### src/rtl/ldpc_pkg.sv
// Shared definitions for the streaming LDPC encoder: FSM encoding,
// a constant-safe clog2 and the generator-row slicing helper that the
// decoder also uses.
package ldpc_pkg;

  typedef enum logic [1:0] {
    ST_IDLE  = 2'd0,
    ST_ACCUM = 2'd1,
    ST_DONE  = 2'd2
  } ldpc_state_t;

  // Ceiling log2; returns 0 for values <= 1.
  function automatic int clog2(input int value);
    int res;
    int v;
    res = 0;
    v = value - 1;
    while (v > 0) begin
      res = res + 1;
      v = v >> 1;
    end
    return res;
  endfunction

  // Bit offset of generator row `row` when every row is `m` bits wide.
  function automatic int row_base(input int row, input int m);
    return row * m;
  endfunction

endpackage

### src/rtl/ldpc_parity_chunk.sv
// Combinational partial parity of P info bits against their P generator rows.
module ldpc_parity_chunk
  import ldpc_pkg::*;
#(
  parameter int P = 6,
  parameter int M = 5
) (
  input  logic [P-1:0]   info_chunk,
  input  logic [P*M-1:0] gen_chunk,
  output logic [M-1:0]   parity_part
);

  // XOR together the generator rows selected by the set info bits.
  always_comb begin
    parity_part = '0;
    for (int i = 0; i < P; i++) begin
      if (info_chunk[i]) begin
        parity_part = parity_part ^ gen_chunk[row_base(i, M) +: M];
      end
    end
  end

endmodule

### src/rtl/ldpc_encode_stream.sv
// Streaming systematic LDPC encoder: accepts K info bits, accumulates the
// N-K parity bits over K/P cycles and presents {info, parity} on a
// valid/ready output held under backpressure.
// Optional build macro LDPC_ENC_CNT_EN adds the cw_count handshake counter.
//
// state    | meaning
// ---------+------------------------------------------------------------
// ST_IDLE  | waiting for an info word, in_ready high while enabled
// ST_ACCUM | folding one P-row chunk of the generator into parity per cycle
// ST_DONE  | codeword valid and held until the sink takes it
module ldpc_encode_stream
  import ldpc_pkg::*;
#(
  parameter int N = 11,
  parameter int K = 6,
  parameter int P = 6
) (
  input  logic               clk,
  input  logic               rst,
  input  logic               i_en,
  input  logic [K*(N-K)-1:0] generator_p,
  input  logic               in_valid,
  output logic               in_ready,
  input  logic [K-1:0]       info_bits,
  output logic               out_valid,
  input  logic               out_ready,
  output logic [N-1:0]       codeword,
`ifdef LDPC_ENC_CNT_EN
  output logic [15:0]        cw_count,
`endif
  output logic               busy
);

  localparam int M      = N - K;
  localparam int NCHUNK = K / P;
  localparam int CNT_W  = (clog2(NCHUNK) < 1) ? 1 : clog2(NCHUNK);
  localparam logic [CNT_W-1:0] LAST_CHUNK = CNT_W'(NCHUNK - 1);

  ldpc_state_t      state, state_nxt;
  logic [K-1:0]     info_q;
  logic [M-1:0]     parity_q;
  logic [M-1:0]     parity_part;
  logic [CNT_W-1:0] cnt_q;
  logic [P-1:0]     info_chunk;
  logic [P*M-1:0]   gen_chunk;
  logic             accept;
  logic             deliver;
  logic             last_chunk;

  // Select the info bits and generator rows of the chunk being processed.
  always_comb begin
    info_chunk = info_q[int'(cnt_q) * P +: P];
    gen_chunk  = generator_p[row_base(int'(cnt_q) * P, M) +: P*M];
  end

  ldpc_parity_chunk #(
    .P (P),
    .M (M)
  ) u_chunk (
    .info_chunk  (info_chunk),
    .gen_chunk   (gen_chunk),
    .parity_part (parity_part)
  );

  // Next-state and handshake decode; out_ready reaches in_ready only in DONE.
  always_comb begin
    state_nxt  = state;
    in_ready   = 1'b0;
    accept     = 1'b0;
    deliver    = 1'b0;
    last_chunk = (cnt_q == LAST_CHUNK);
    case (state)
      ST_IDLE: begin
        in_ready = i_en;
        accept   = in_valid && i_en;
        if (accept) state_nxt = ST_ACCUM;
      end
      ST_ACCUM: begin
        if (i_en && last_chunk) state_nxt = ST_DONE;
      end
      ST_DONE: begin
        in_ready = i_en && out_ready;
        deliver  = i_en && out_ready;
        accept   = deliver && in_valid;
        if (deliver) state_nxt = accept ? ST_ACCUM : ST_IDLE;
      end
      default: state_nxt = ST_IDLE;
    endcase
  end

  // State register; transitions are already gated by i_en.
  always_ff @(posedge clk) begin
    if (rst) state <= ST_IDLE;
    else     state <= state_nxt;
  end

  // Info capture, parity accumulation and codeword latch on the last chunk.
  always_ff @(posedge clk) begin
    if (rst) begin
      info_q   <= '0;
      parity_q <= '0;
      cnt_q    <= '0;
      codeword <= '0;
    end else if (accept) begin
      info_q   <= info_bits;
      parity_q <= '0;
      cnt_q    <= '0;
    end else if (state == ST_ACCUM && i_en) begin
      parity_q <= parity_q ^ parity_part;
      cnt_q    <= last_chunk ? '0 : cnt_q + 1'b1;
      if (last_chunk) codeword <= {info_q, parity_q ^ parity_part};
    end
  end

  assign out_valid = (state == ST_DONE);
  assign busy      = (state != ST_IDLE);

`ifdef LDPC_ENC_CNT_EN
  // Count delivered codewords, wrapping at 16 bits.
  always_ff @(posedge clk) begin
    if (rst)          cw_count <= '0;
    else if (deliver) cw_count <= cw_count + 16'd1;
  end
`endif

endmodule

### config.mk
export PLATFORM = sky130hd
export DESIGN_NAME = ldpc_encode_stream
export DESIGN_NICKNAME = d
export VERILOG_FILES = /design/src/rtl/ldpc_pkg.sv /design/src/rtl/ldpc_parity_chunk.sv /design/src/rtl/ldpc_encode_stream.sv
export SDC_FILE = /design/constraint.sdc
export NUM_CORES = 1
export LEC_CHECK = 0
export ABC_AREA = 1
export ABC_CLOCK_PERIOD_IN_PS = 1300
export CAP_MARGIN = 10
export CORE_ASPECT_RATIO = 1.1
export CORE_UTILIZATION = 35
export CTS_CLUSTER_SIZE = 20
export DETAILED_ROUTE_END_ITERATION = 10
export PLACE_DENSITY = 0.74
export RECOVER_POWER = 50
export SLEW_MARGIN = 20
export SYNTH_ARGS = -nofsm -noshare
export SYNTH_HDL_FRONTEND = slang
export SYNTH_SLANG_ARGS = --single-unit
### constraint.sdc
create_clock -name clk -period 1.3 [get_ports clk]
set_input_delay 0.26 -clock clk [delete_from_list [all_inputs] [get_ports clk]]
set_output_delay 0.26 -clock clk [all_outputs]
set_load 0.05 [all_outputs]
---- Word-level counts from Yosys, hierarchy flattened ----
Cells that the tools add are included.
W data, S select, Z words.
storage, ports and cells
  logic and storage cells ................. 47
  input port bits ......................... 41
  register bits after elaboration ......... 25
  output and inout port bits .............. 14
operators by class
  bitwise operators ....................... 8
  add/sub/neg operators ................... 1
  equal/unequal tests ..................... 5
  shift operators ......................... 2
  multiplexer cells ....................... 14
  reductions and logical operators ........ 10
  multiply operators ...................... 2
operators by type and width
  cell                   count
  $shiftx A6 B32 Y6      1
  $mux W5                6
  $shiftx A30 B8 Y30     1
  $xor A5 B5 Y5          6
  $mul A3 B3 Y6 const B  1
  $mux W2                3
  $pmux W2 S3            1
  $reduce_and A3 Y1      2
  $logic_and A1 B1 Y1    5
  $ne A2 B2 Y1 const B   2
  $pmux W1 S2            2
  $mul A1 B2 Y3 const B  1
  $eq A2 B1 Y1 const B   1
  $eq A2 B2 Y1 const B   1
  $logic_not A2 Y1       1
  $mux W1                2
  $ne A2 B1 Y1 const B   1
  $not A1 Y1             2
  $reduce_bool A2 Y1     1
  $reduce_or A2 Y1       1
  $add A1 B1 Y1 const B  1

---- Depth between registers and ports, before layout ----
Gate-level depths: netlist of run 1.
  depth after elaboration ................. 15
  gate-level depth with buffers ........... 10
  mapped depth without buffers ............ 10

---- Hierarchy ----
From an unflattened synthesis of run 1, not the netlist that was laid out.
second synthesis, totals
  cells, all modules ...................... 281
  area total of the unflattened synthesis .. 1632.8 µm²
by module, submodules not included
  module              area each (µm²)  cells an instance  sequential area each (µm²)  instances
  ldpc_encode_stream  1057.3           149                480.5                       1
  ldpc_parity_chunk   575.6            132                0.0                         1

---- Least setup slack after synthesis of run 1 ----
No wires, ideal clock.
  path type ............................... register to output
  start point ............................. register state[1]
  end point ............................... output port in_ready
  data arrival time ....................... 1520 ps
  buffers on the path ..................... 0
  stages on the path, launching flop included .. 4
  required time ........................... 1040 ps
  slack ................................... -480 ps
  cell sequence ........................... dfxtp_1 -> inv_1 -> nor2_1 -> nor3_1
on the way
  longest elaborated chain between the ends .. 2
  elaborated cells between the ends (all ways) .. 3
  classes of those cells .................. eq/ne: 1; mux: 1; reduce/logical: 1
ends and longest elaborated chain
  what                                              RTL line                  text
  start, declared                                   ldpc_encode_stream.sv:39  ldpc_state_t state, state_nxt;
  start signal, assigned                            ldpc_encode_stream.sv:94  else state <= state_nxt;
  $eq A2 B2 Y1 or $logic_not A2 Y1 (tied branches)  ldpc_encode_stream.sv:72  case (state)
  $pmux W1 S2 *                                     ldpc_encode_stream.sv:72
  end, declared                                     ldpc_encode_stream.sv:23  output logic in_ready,
Mark *: on every way between the ends. The rest lies on a longest branch, timed or not.

---- Worst setup path in the final report of run 1 ----
  start point ............................. register state[0]
  end point ............................... output port in_ready
The elaborated chain is that of the path after synthesis.

==> metrics.cfg, run 1 <==
[critical_path]
ff2ff_path_depth = 7
critPathMaxFanout = 3
crit_type = reg -> out
path_buf_inv = 2
crit_required_ns = 1.04
r2r_slack_ns = 0.03
cp_top_family = flip-flops
arrival_ns = 1.07
regToRegStartpoint = state[0]$_SDFFE_PP0P_
crit_chain = buf_6 -> nor3_4 -> buf_12
crit_path_top_delay_cell = dfxtp_2
start_kind = register
end_kind = output pin
reg2reg_to = parity_q[0]$_SDFFE_PP0P_
cpPeakStageDelay_ns = 0.33

[place]
place.gp.congestion = 0.7727
place_ws_ns = -0.3100
port_buffers = 54
post_dp_cell_area_um2 = 2569
dp_hpwl_um = 3595

[detailed_routing]
wirelength_um = 4638
vias_per_cell = 4.597
ant_nets = 0
wl_per_cell_um = 10.45
drcViolationCount = 0
drt_iter0_drc = 85
routed-via-count = 2041
dr.pass1.iters = 4

[floorplan]
initial_core_util_pct = 36.36
die_height_um = 74.92
rows = 26
core_um2 = 4652
io_pins = 55
die_area_um2 = 5116
die_w_um = 68.29

[layout]
area.growth.synth_to_final_pct = 50.52
layout_common_cells = nand2_1 (141), clkdlybuf4s50_1 (38), inv_1 (36), nand3_1 (32), nor2_1 (31)
diodes = 0
layout.nets = 431
drive_above_1_share_pct = 17.01
final_common_cell = nand2_1
utilization_pct = 54.73
fin_area_um2 = 2546

[global_routing]
grt_overflow = 0
use_met2_pct = 39.32
antenna_found_initial = 0
grtUsageMet1_pct = 22.27
track_usage_pct = 20.14
grt_max_degree = 13
grt_pass1_wl_um = 7859
busiest_layer = met2
grt_use_met3_pct = 2.727
first_global_vias = 1935

[sta]
fin_crit_ns = 1.328
max_freq_ghz = 0.7532
timing_max_transition_violations_final = 0
finalCritPeriodShare_pct = 102.1
setup_tns_ns = -0.04258
rsz0062_at_grt = true
hold_viol = 0
fin_ws_ns = -0.02760
setup_viol = 2
worst_pin_slew_ns = 0.2798
fin_skew_ns = 0.0006816
slew_headroom_pct = 81.43

[worst_hold_path]
min_path_cells = 4
holdCritStartpoint = out_ready
min_path_type = in -> reg
holdPathEnd = state[1]$_SDFFE_PP0P_

[clock_tree]
clock-sinks = 24
h-tree-depth = 1
clk_latency_ns = 0.26
root_buffer = clkbuf_8
clk_pin_slew_ns = 0.08
cts_tree = done
cts_buffers = 3
holdBufCountCts = 0
clock_path_buffers = 2

[yosys]
synth_cell_types = 17
synth_top_family_by_area = simple AND/OR/NAND/NOR gates
syn_area_per_cell_um2 = 5.387
synthAdderAreaFrac_pct = 0
synthSimpleGateAreaFrac_pct = 51.85
synthMuxAreaShare_pct = 0
synth_fp_nets = 355
synth_compound_area_share_pct = 5.917
synth_seq_cells = 24
synthesis.instances = 314
synth_xor_area_share_pct = 2.589
syn_area_um2 = 1692
yosys_warnings = 0
yosysSeqAreaShare_pct = 28.40

[power]
p_sw_uw = 613.2
p_int_uw = 1290
powerDensity_nw_per_um2 = 747.4
vdd_ir_drop_max_v = 0.0004353
power_frac_seq_pct = 42.5
clkPwrFrac_pct = 23.1
netSwitchingFraction_pct = 32.22
comb_power_share_pct = 34.4
p_leak_uw = 0.001423

[status]
outcome = finished, violations left
violations = negative setup slack

[run]
maxCapViolCount = 0

==> worst max-delay path by stage <==
stage                               start                        to  slack [ns]  depth (start not counted)
floorplan           state[1]$_SDFFE_PP0P_                  in_ready       -0.07                          3
global placement                     i_en  parity_q[0]$_SDFFE_PP0P_       -0.25                          7
detailed placement                   i_en  parity_q[0]$_SDFFE_PP0P_       -0.31                          7
CTS                 state[0]$_SDFFE_PP0P_                  in_ready       -0.04                          3
global route        state[0]$_SDFFE_PP0P_                  in_ready       -0.08                          3
finish              state[0]$_SDFFE_PP0P_                  in_ready       -0.03                          3
==> final cells by class <==
cell class | count | area (µm²)
Multi-Input combinational cell | 243 | 1067
Clock buffer | 3 | 41.29
Tap cell | 56 | 70.07
Inverter | 41 | 158.9
Fill cell | 463 | 2106
Timing Repair Buffer | 77 | 716.9
Sequential cell | 24 | 491.7
==> timing repair <==
| action | 4_1_cts | 5_1_grt |
|---|---|---|
| pin swaps | 2 | 5 |
| endpoints found under the setup margin | 13 | 18 |
| resized for setup | 14 | 18 |
| setup buffers | 2 | 2 |
==> state kept, by name, indices dropped and copies added (netlist names) <==
register	cells
codeword	11
info_q	6
parity_q	5
state	2
==> kinds of logic after synthesis <==
group / count (synthesis)
simple gates: 218
buf+inv: 47
flops: 24
compound gates: 20
xor+xnor: 5
==> layer usage <==
layer  routed length (µm)  vias to the layer above
li1                     -                     1107
met1                 2052                      892
met2                 2408                       38
met3                  140                        4
met4                   36                        0
met5                    0                        -
==> Yosys cell counts (all sizes together) <==
cell | number | area, µm²
nand2 | 149 | 561.8
clkbuf | 2 | 7.510
o21ai | 12 | 60.06
nand3 | 32 | 160.2
buf | 4 | 28.78
a21oi | 8 | 40.04
nor3 | 2 | 21.27
xnor2 | 5 | 43.79
dfxtp | 24 | 480.5
inv | 41 | 153.9
nor2 | 35 | 133.9
==> power by group through the flow <==
| stage | sequential (µW) | combinational [µW] | clock [µW] |
|---|---|---|---|
| 6_report | 808 | 654 | 440 |
| 3_3_place_gp | 831 | 653 | 0 |
| 4_1_cts | 815 | 678 | 450 |
| 3_5_place_dp | 831 | 661 | 0 |
| 2_1_floorplan | 865 | 294 | 0 |
| 5_1_grt | 814 | 728 | 489 |
==> through the flow <==
step | hold slack, ns | instances | power, µW
floorplan | 0.3949 | 314 | 1159
global route | 0.4739 | 444 | 2031
global placement | 0.5641 | 437 | 1484
CTS | 0.4315 | 442 | 1943
finish | 0.4457 | 444 | 1903
detailed placement | 0.5632 | 437 | 1492
==> worst min-delay path, delay by kind of cell <==
family | cells | cell delay, ns
AO/OA/AOI/OAI | 1 | 0.06
AND/OR/NAND/NOR | 2 | 0.12
buffers and inverters | 1 | 0.23
Note: power is estimated with default switching activity, not from simulation.
==> run 2, diff against run 1 <==
GPL_TIMING_DRIVEN = 0   (was default)
==> run 2 against run 1 <==
Against the previous run: the run still ends with negative setup slack left; total power increased by 10%; routed wire length decreased by 0.78%; highest routed layer unchanged; count of clock-buffer cells in the layout unchanged; sequential power about the same; largest power group unchanged; sequential cell count unchanged; cell count decreased by 1.8%; combinational power decreased by 6.3%; clock skew increased by 0.0019 ns; utilization increased by 0.48 points; sequential share of layout area increased by 0.37 points.
==> metrics.cfg, run 2 (same netlist as run 1, synthesis figures left out) <==
[status]
outcome = finished, violations left  ; unchanged
violations = negative setup slack  ; unchanged

[clock_tree]
cts_buffers = 3  ; unchanged
h-tree-depth = 1  ; unchanged
clk_pin_slew_ns = 0.09  ; was 0.08 ns
clock_path_buffers = 2  ; unchanged
root_buffer = clkbuf_8  ; unchanged
cts_tree = done  ; unchanged
clock-sinks = 24  ; unchanged
clk_latency_ns = 0.27  ; was 0.26 ns

[detailed_routing]
drt_iter0_drc = 58  ; was 85
ant_nets = 0  ; unchanged
drcViolationCount = 0  ; unchanged
vias_per_cell = 4.594  ; was 4.597
routed-via-count = 2003  ; was 2041
dr.pass1.iters = 4  ; unchanged
wl_per_cell_um = 10.56  ; was 10.45 µm
wirelength_um = 4602  ; was 4638 µm

[floorplan]
rows = 26  ; unchanged
io_pins = 55  ; unchanged
die_w_um = 68.29  ; unchanged
initial_core_util_pct = 36.36  ; unchanged
core_um2 = 4652  ; unchanged
die_height_um = 74.92  ; unchanged
die_area_um2 = 5116  ; unchanged

[layout]
final_common_cell = nand2_1  ; unchanged
top_regs = codeword x11, info_q x6, parity_q x5  ; unchanged
diodes = 0  ; unchanged
utilization_pct = 55.22  ; was 54.73%
largest_register = codeword  ; unchanged
area.growth.synth_to_final_pct = 51.85  ; was 50.52%
fin_area_um2 = 2569  ; was 2546 µm²
largest_register_ffs = 11  ; unchanged
drive_above_1_share_pct = 17.11  ; was 17.01%
layout.nets = 422  ; was 431
fillers = 468  ; was 463
layout_common_cells = nand2_1 (142), clkdlybuf4s50_1 (37), inv_1 (35), nor2_1 (31), nand3_1 (28)  ; was nand2_1 (141), clkdlybuf4s50_1 (38), inv_1 (36), nand3_1 (32), nor2_1 (31)

[sta]
max_freq_ghz = 0.7433  ; was 0.7532 GHz
fin_crit_ns = 1.345  ; was 1.328 ns
finalCritPeriodShare_pct = 103.5  ; was 102.1%
fin_skew_ns = 0.002581  ; was 0.0006816 ns
slew_headroom_pct = 74.98  ; was 81.43%
timing_max_transition_violations_final = 0  ; unchanged
rsz0062_at_grt = true  ; unchanged
hold_viol = 0  ; unchanged
worst_pin_slew_ns = 0.3753  ; was 0.2798 ns
whs_ns = 0.3532  ; was 0.4457 ns
fin_ws_ns = -0.04531  ; was -0.02760 ns
setup_viol = 2  ; unchanged

[worst_hold_path]
min_path_type = in -> reg  ; unchanged

[critical_path]
crit_type = reg -> out  ; unchanged
crit_required_ns = 1.04  ; about the same
critPathMaxFanout = 3  ; unchanged
arrival_ns = 1.09  ; was 1.07 ns
start_kind = register  ; unchanged
end_kind = output pin  ; unchanged

[global_routing]
first_global_vias = 1818  ; was 1935
grt_max_degree = 15  ; was 13
track_usage_pct = 19.22  ; was 20.14%
grt_overflow = 0  ; unchanged
grt_pass1_wl_um = 7403  ; was 7859 µm
antenna_found_initial = 0  ; unchanged

[place]
post_dp_cell_area_um2 = 2300  ; was 2569 µm²
place.gp.congestion = 0.8418  ; was 0.7727
port_buffers = 53  ; was 54
place_ws_ns = -0.7912  ; was -0.3100 ns
dp_hpwl_um = 3354  ; was 3595 µm

[power]
vdd_ir_drop_max_v = 0.0005516  ; was 0.0004353 V
p_leak_uw = 0.001373  ; was 0.001423 µW
powerDensity_nw_per_um2 = 816.6  ; was 747.4 nW/µm²

[run]
maxCapViolCount = 0  ; unchanged

[run 2: final cells by class]
type	count	area (µm²)	area share, %
Buffer	6	52.55	2.046
Clock buffer	3	41.29	1.607
Clock inverter	1	30.03	1.169
Inverter	41	156.4	6.089
Multi-Input combinational cell	243	1095	42.62
Sequential cell	24	505.5	19.68
Tap cell	56	70.07	2.728
Timing Repair Buffer	62	618.1	24.06
[run 2: through the flow]
step | TNS, ns | power (µW) | cells
2_1_floorplan | -0.06931 | 1159 | 314
3_3_place_gp | -11.91 | 1382 | 423
3_5_place_dp | -12.11 | 1391 | 423
4_1_cts | -0.2558 | 2062 | 428
5_1_grt | -0.3082 | 2207 | 436
6_report | -0.06015 | 2098 | 436
[run 2: worst max-delay path, cell delays in order (launching register included)]
cell	delay, ns
dfxtp_4	0.36
inv_4	0.06
nor2_4	0.04
nor3_2	0.17
buf_6	0.18
[run 2: routing by layer]
layer | wire (µm) | global-route usage [%] | vias to the layer above | part of all wire (%)
li1 | - | - | 1088 | -
met1 | 2117 | 22.26 | 872 | 46
met2 | 2251 | 36.06 | 37 | 49
met3 | 167 | 2.576 | 6 | 3.6
met5 | 0 | 0 | - | 0
met4 | 66 | 5.556 | 0 | 1.4
[run 2: what timing repair did]
item / 4_1_cts / 5_1_grt
hold buffers: 0 / 0
setup endpoints to repair: 37 / 18
pin swaps: 1 / 1
gates cloned: 0 / 1
gates resized for setup: 67 / 32
setup buffers: 1 / 7
[run 2: final timing paths]
check,start,endpoint,slack (ns),cells past startpoint
worst min-delay path,out_ready,state[1]$_SDFFE_PP0P_,0.35,4
worst min register to register,codeword[6]$_SDFFE_PP0P_,codeword[6]$_SDFFE_PP0P_,0.53,2
worst max-delay path,state[1]$_SDFFE_PP0P_,in_ready,-0.05,4
worst max register to register,state[1]$_SDFFE_PP0P_,parity_q[0]$_SDFFE_PP0P_,0.03,7
[run 2: power by group]
group	internal, µW	switching (µW)
logic	278	335
clock network	412	262
registers	769	42.2
total	1460	639
==> run 3, diff against run 2 <==
GPL_ROUTABILITY_DRIVEN = 0   (was default)
PLACE_DENSITY = default   (was 0.74)
PLACE_DENSITY_LB_ADDON = 0.25   (was default)
==> run 3 against run 2 <==
Against the previous run: largest cell class unchanged; the run still ends with negative setup slack left; routed wire length rose by 5.6%; largest power group unchanged; highest routed layer unchanged; sequential power hardly changed; critical path type unchanged; setup slack gained 0.040 ns.
==> metrics.cfg, run 3 (same netlist as run 1, synthesis figures left out) <==
[global_routing]
grt_pass1_wl_um = 7458  ; was 7403 µm
grt_max_degree = 15  ; unchanged
track_usage_pct = 19.35  ; was 19.22%
first_global_vias = 1828  ; was 1818
grt_overflow = 0  ; unchanged
antenna_found_initial = 0  ; unchanged

[power]
power.total_uw = 2114  ; was 2098 µW
comb_power_share_pct = 30.1  ; was 29.2%
p_leak_uw = 0.001396  ; was 0.001373 µW
p_sw_uw = 646.0  ; was 638.8 µW
power_frac_seq_pct = 38.3  ; was 38.7%
powerDensity_nw_per_um2 = 812.3  ; was 816.6 nW/µm²
clkPwrFrac_pct = 31.6  ; was 32.1%
netSwitchingFraction_pct = 30.56  ; was 30.45%
vdd_ir_drop_max_v = 0.0005269  ; was 0.0005516 V
p_int_uw = 1468  ; was 1459 µW

[sta]
timing_max_transition_violations_final = 0  ; unchanged
setup_tns_ns = -0.005004  ; was -0.06015 ns
worst_pin_slew_ns = 0.4355  ; was 0.3753 ns
setup_viol = 1  ; was 2
rsz0062_at_grt = true  ; unchanged
fin_ws_ns = -0.005004  ; was -0.04531 ns
max_freq_ghz = 0.7663  ; was 0.7433 GHz
fin_skew_ns = 0.01286  ; was 0.002581 ns
finalCritPeriodShare_pct = 100.4  ; was 103.5%
fin_crit_ns = 1.305  ; was 1.345 ns
slew_headroom_pct = 70.97  ; was 74.98%
hold_viol = 0  ; unchanged

[layout]
area.growth.synth_to_final_pct = 53.85  ; was 51.85%
largest_register = codeword  ; unchanged
finalNonFillerCells = 439  ; was 436
layout.nets = 425  ; was 422
ff_latch_area_um2 = 505.5  ; unchanged
utilization_pct = 55.94  ; was 55.22%
multi_input_area_um2 = 1119  ; was 1095 µm²
fillers = 487  ; was 468
final_common_cell = nand2_1  ; unchanged
drive_above_1_share_pct = 19.58  ; was 17.11%
diodes = 0  ; unchanged
fin_area_um2 = 2603  ; was 2569 µm²
top_regs = codeword x11, info_q x6, parity_q x5  ; unchanged
layout_common_cells = nand2_1 (140), clkdlybuf4s50_1 (36), inv_1 (34), nor2_1 (32), nand3_1 (25)  ; was nand2_1 (142), clkdlybuf4s50_1 (37), inv_1 (35), nor2_1 (31), nand3_1 (28)
largest_register_ffs = 11  ; unchanged

[critical_path]
arrival_ns = 1.05  ; was 1.09 ns
reg2reg_to = parity_q[4]$_SDFFE_PP0P_  ; was parity_q[0]$_SDFFE_PP0P_
crit_chain = inv_4 -> nor2_4 -> nor3_2 -> buf_6  ; unchanged
crit_required_ns = 1.04  ; about the same
crit_type = reg -> out  ; unchanged
r2r_slack_ns = 0.05  ; was 0.03 ns
start_kind = register  ; unchanged
crit_path_top_delay_cell = dfxtp_4  ; unchanged
regToRegStartpoint = state[0]$_SDFFE_PP0P_  ; was state[1]$_SDFFE_PP0P_
path_buf_inv = 2  ; unchanged
end_kind = output pin  ; unchanged
cp_top_family = flip-flops  ; unchanged
critPathMaxFanout = 4  ; was 3
cpPeakStageDelay_ns = 0.36  ; about the same
ff2ff_path_depth = 8  ; was 7

[place]
post_dp_cell_area_um2 = 2300  ; unchanged
port_buffers = 53  ; unchanged
dp_hpwl_um = 3417  ; was 3354 µm
place_inst = 423  ; unchanged

[clock_tree]
cts_tree = done  ; unchanged
clk_latency_ns = 0.28  ; was 0.27 ns
cts_buffers = 3  ; unchanged
clock-sinks = 24  ; unchanged
clk_pin_slew_ns = 0.08  ; was 0.09 ns
clock_path_buffers = 2  ; unchanged
h-tree-depth = 1  ; unchanged
root_buffer = clkbuf_8  ; unchanged

[floorplan]
die_height_um = 74.92  ; unchanged
io_pins = 55  ; unchanged
die_area_um2 = 5116  ; unchanged
core_um2 = 4652  ; unchanged
die_w_um = 68.29  ; unchanged
initial_core_util_pct = 36.36  ; unchanged
rows = 26  ; unchanged

[status]
violations = negative setup slack  ; unchanged
outcome = finished, violations left  ; unchanged

[worst_hold_path]
min_path_cells = 2  ; was 4
holdCritStartpoint = rst  ; was out_ready
min_path_type = in -> reg  ; unchanged
holdPathEnd = state[1]$_SDFFE_PP0P_  ; unchanged

[detailed_routing]
ant_nets = 0  ; unchanged
drt_iter0_drc = 105  ; was 58
vias_per_cell = 4.724  ; was 4.594
drcViolationCount = 0  ; unchanged
wirelength_um = 4862  ; was 4602 µm
routed-via-count = 2074  ; was 2003
wl_per_cell_um = 11.08  ; was 10.56 µm
dr.pass1.iters = 4  ; unchanged

[run]
maxCapViolCount = 0  ; unchanged

## run 3: worst register-to-register path, stage by stage (launching register included)
cell and delay, ns:
dfxtp_4 0.38, inv_4 0.07, nand3_1 0.12, nor2_4 0.16, inv_2 0.09, nand2_2 0.16, a21oi_1 0.06, nand2_1 0.07
inv_1 0.04
## run 3: cell type report
type	instances	area share [%]
buffer	6	2.163
sequential	24	19.42
inverter	41	6.106
clock inverter	1	1.154
clock buffer	3	1.587
timing repair buffer	65	23.89
multi-input combinational	243	42.98
tap	56	2.692
## run 3: how the worst max path moves through the flow
stage               slack, ns                   from  depth (start not counted)        to
floorplan               -0.07  state[1]$_SDFFE_PP0P_                          3  in_ready
global placement        -0.80                   i_en                          4  in_ready
detailed placement      -0.79                   i_en                          4  in_ready
CTS                     -0.07  state[1]$_SDFFE_PP0P_                          4  in_ready
global route            -0.05  state[1]$_SDFFE_PP0P_                          4  in_ready
finish                 -0.005  state[1]$_SDFFE_PP0P_                          4  in_ready
## run 3: repair_timing
action / 4_1_cts / 5_1_grt
cloned: 0 / 1
resized for setup: 70 / 37
setup endpoints to repair: 37 / 18
pin swaps: 2 / 16
setup buffers: 2 / 9
hold buffers: 0 / 0
## run 3: power by group through the flow
stage	registers (µW)	clock network (µW)	logic (µW)
after floorplan	865	0	294
after global placement	827	0	557
after detailed placement	827	0	565
after CTS	815	673	571
after global routing	817	697	709
final	810	667	636
## run 3: through the flow
step / setup WS, ns / hold WS [ns]
3_5_place_dp: -0.7929 / 0.4931
3_3_place_gp: -0.7981 / 0.5034
6_report: -0.005004 / 0.4087
5_1_grt: -0.04823 / 0.4472
4_1_cts: -0.07454 / 0.3812
2_1_floorplan: -0.06931 / 0.3949
## run 3: routing by layer
layer  global-route usage, %  vias up  part of all wire (%)
met4                   5.093        0                  0.58
met1                   22.55      928                    43
met5                       0        -                     0
li1                        -     1099                     -
met3                   2.727        4                   5.1
met2                   36.27       43                    51
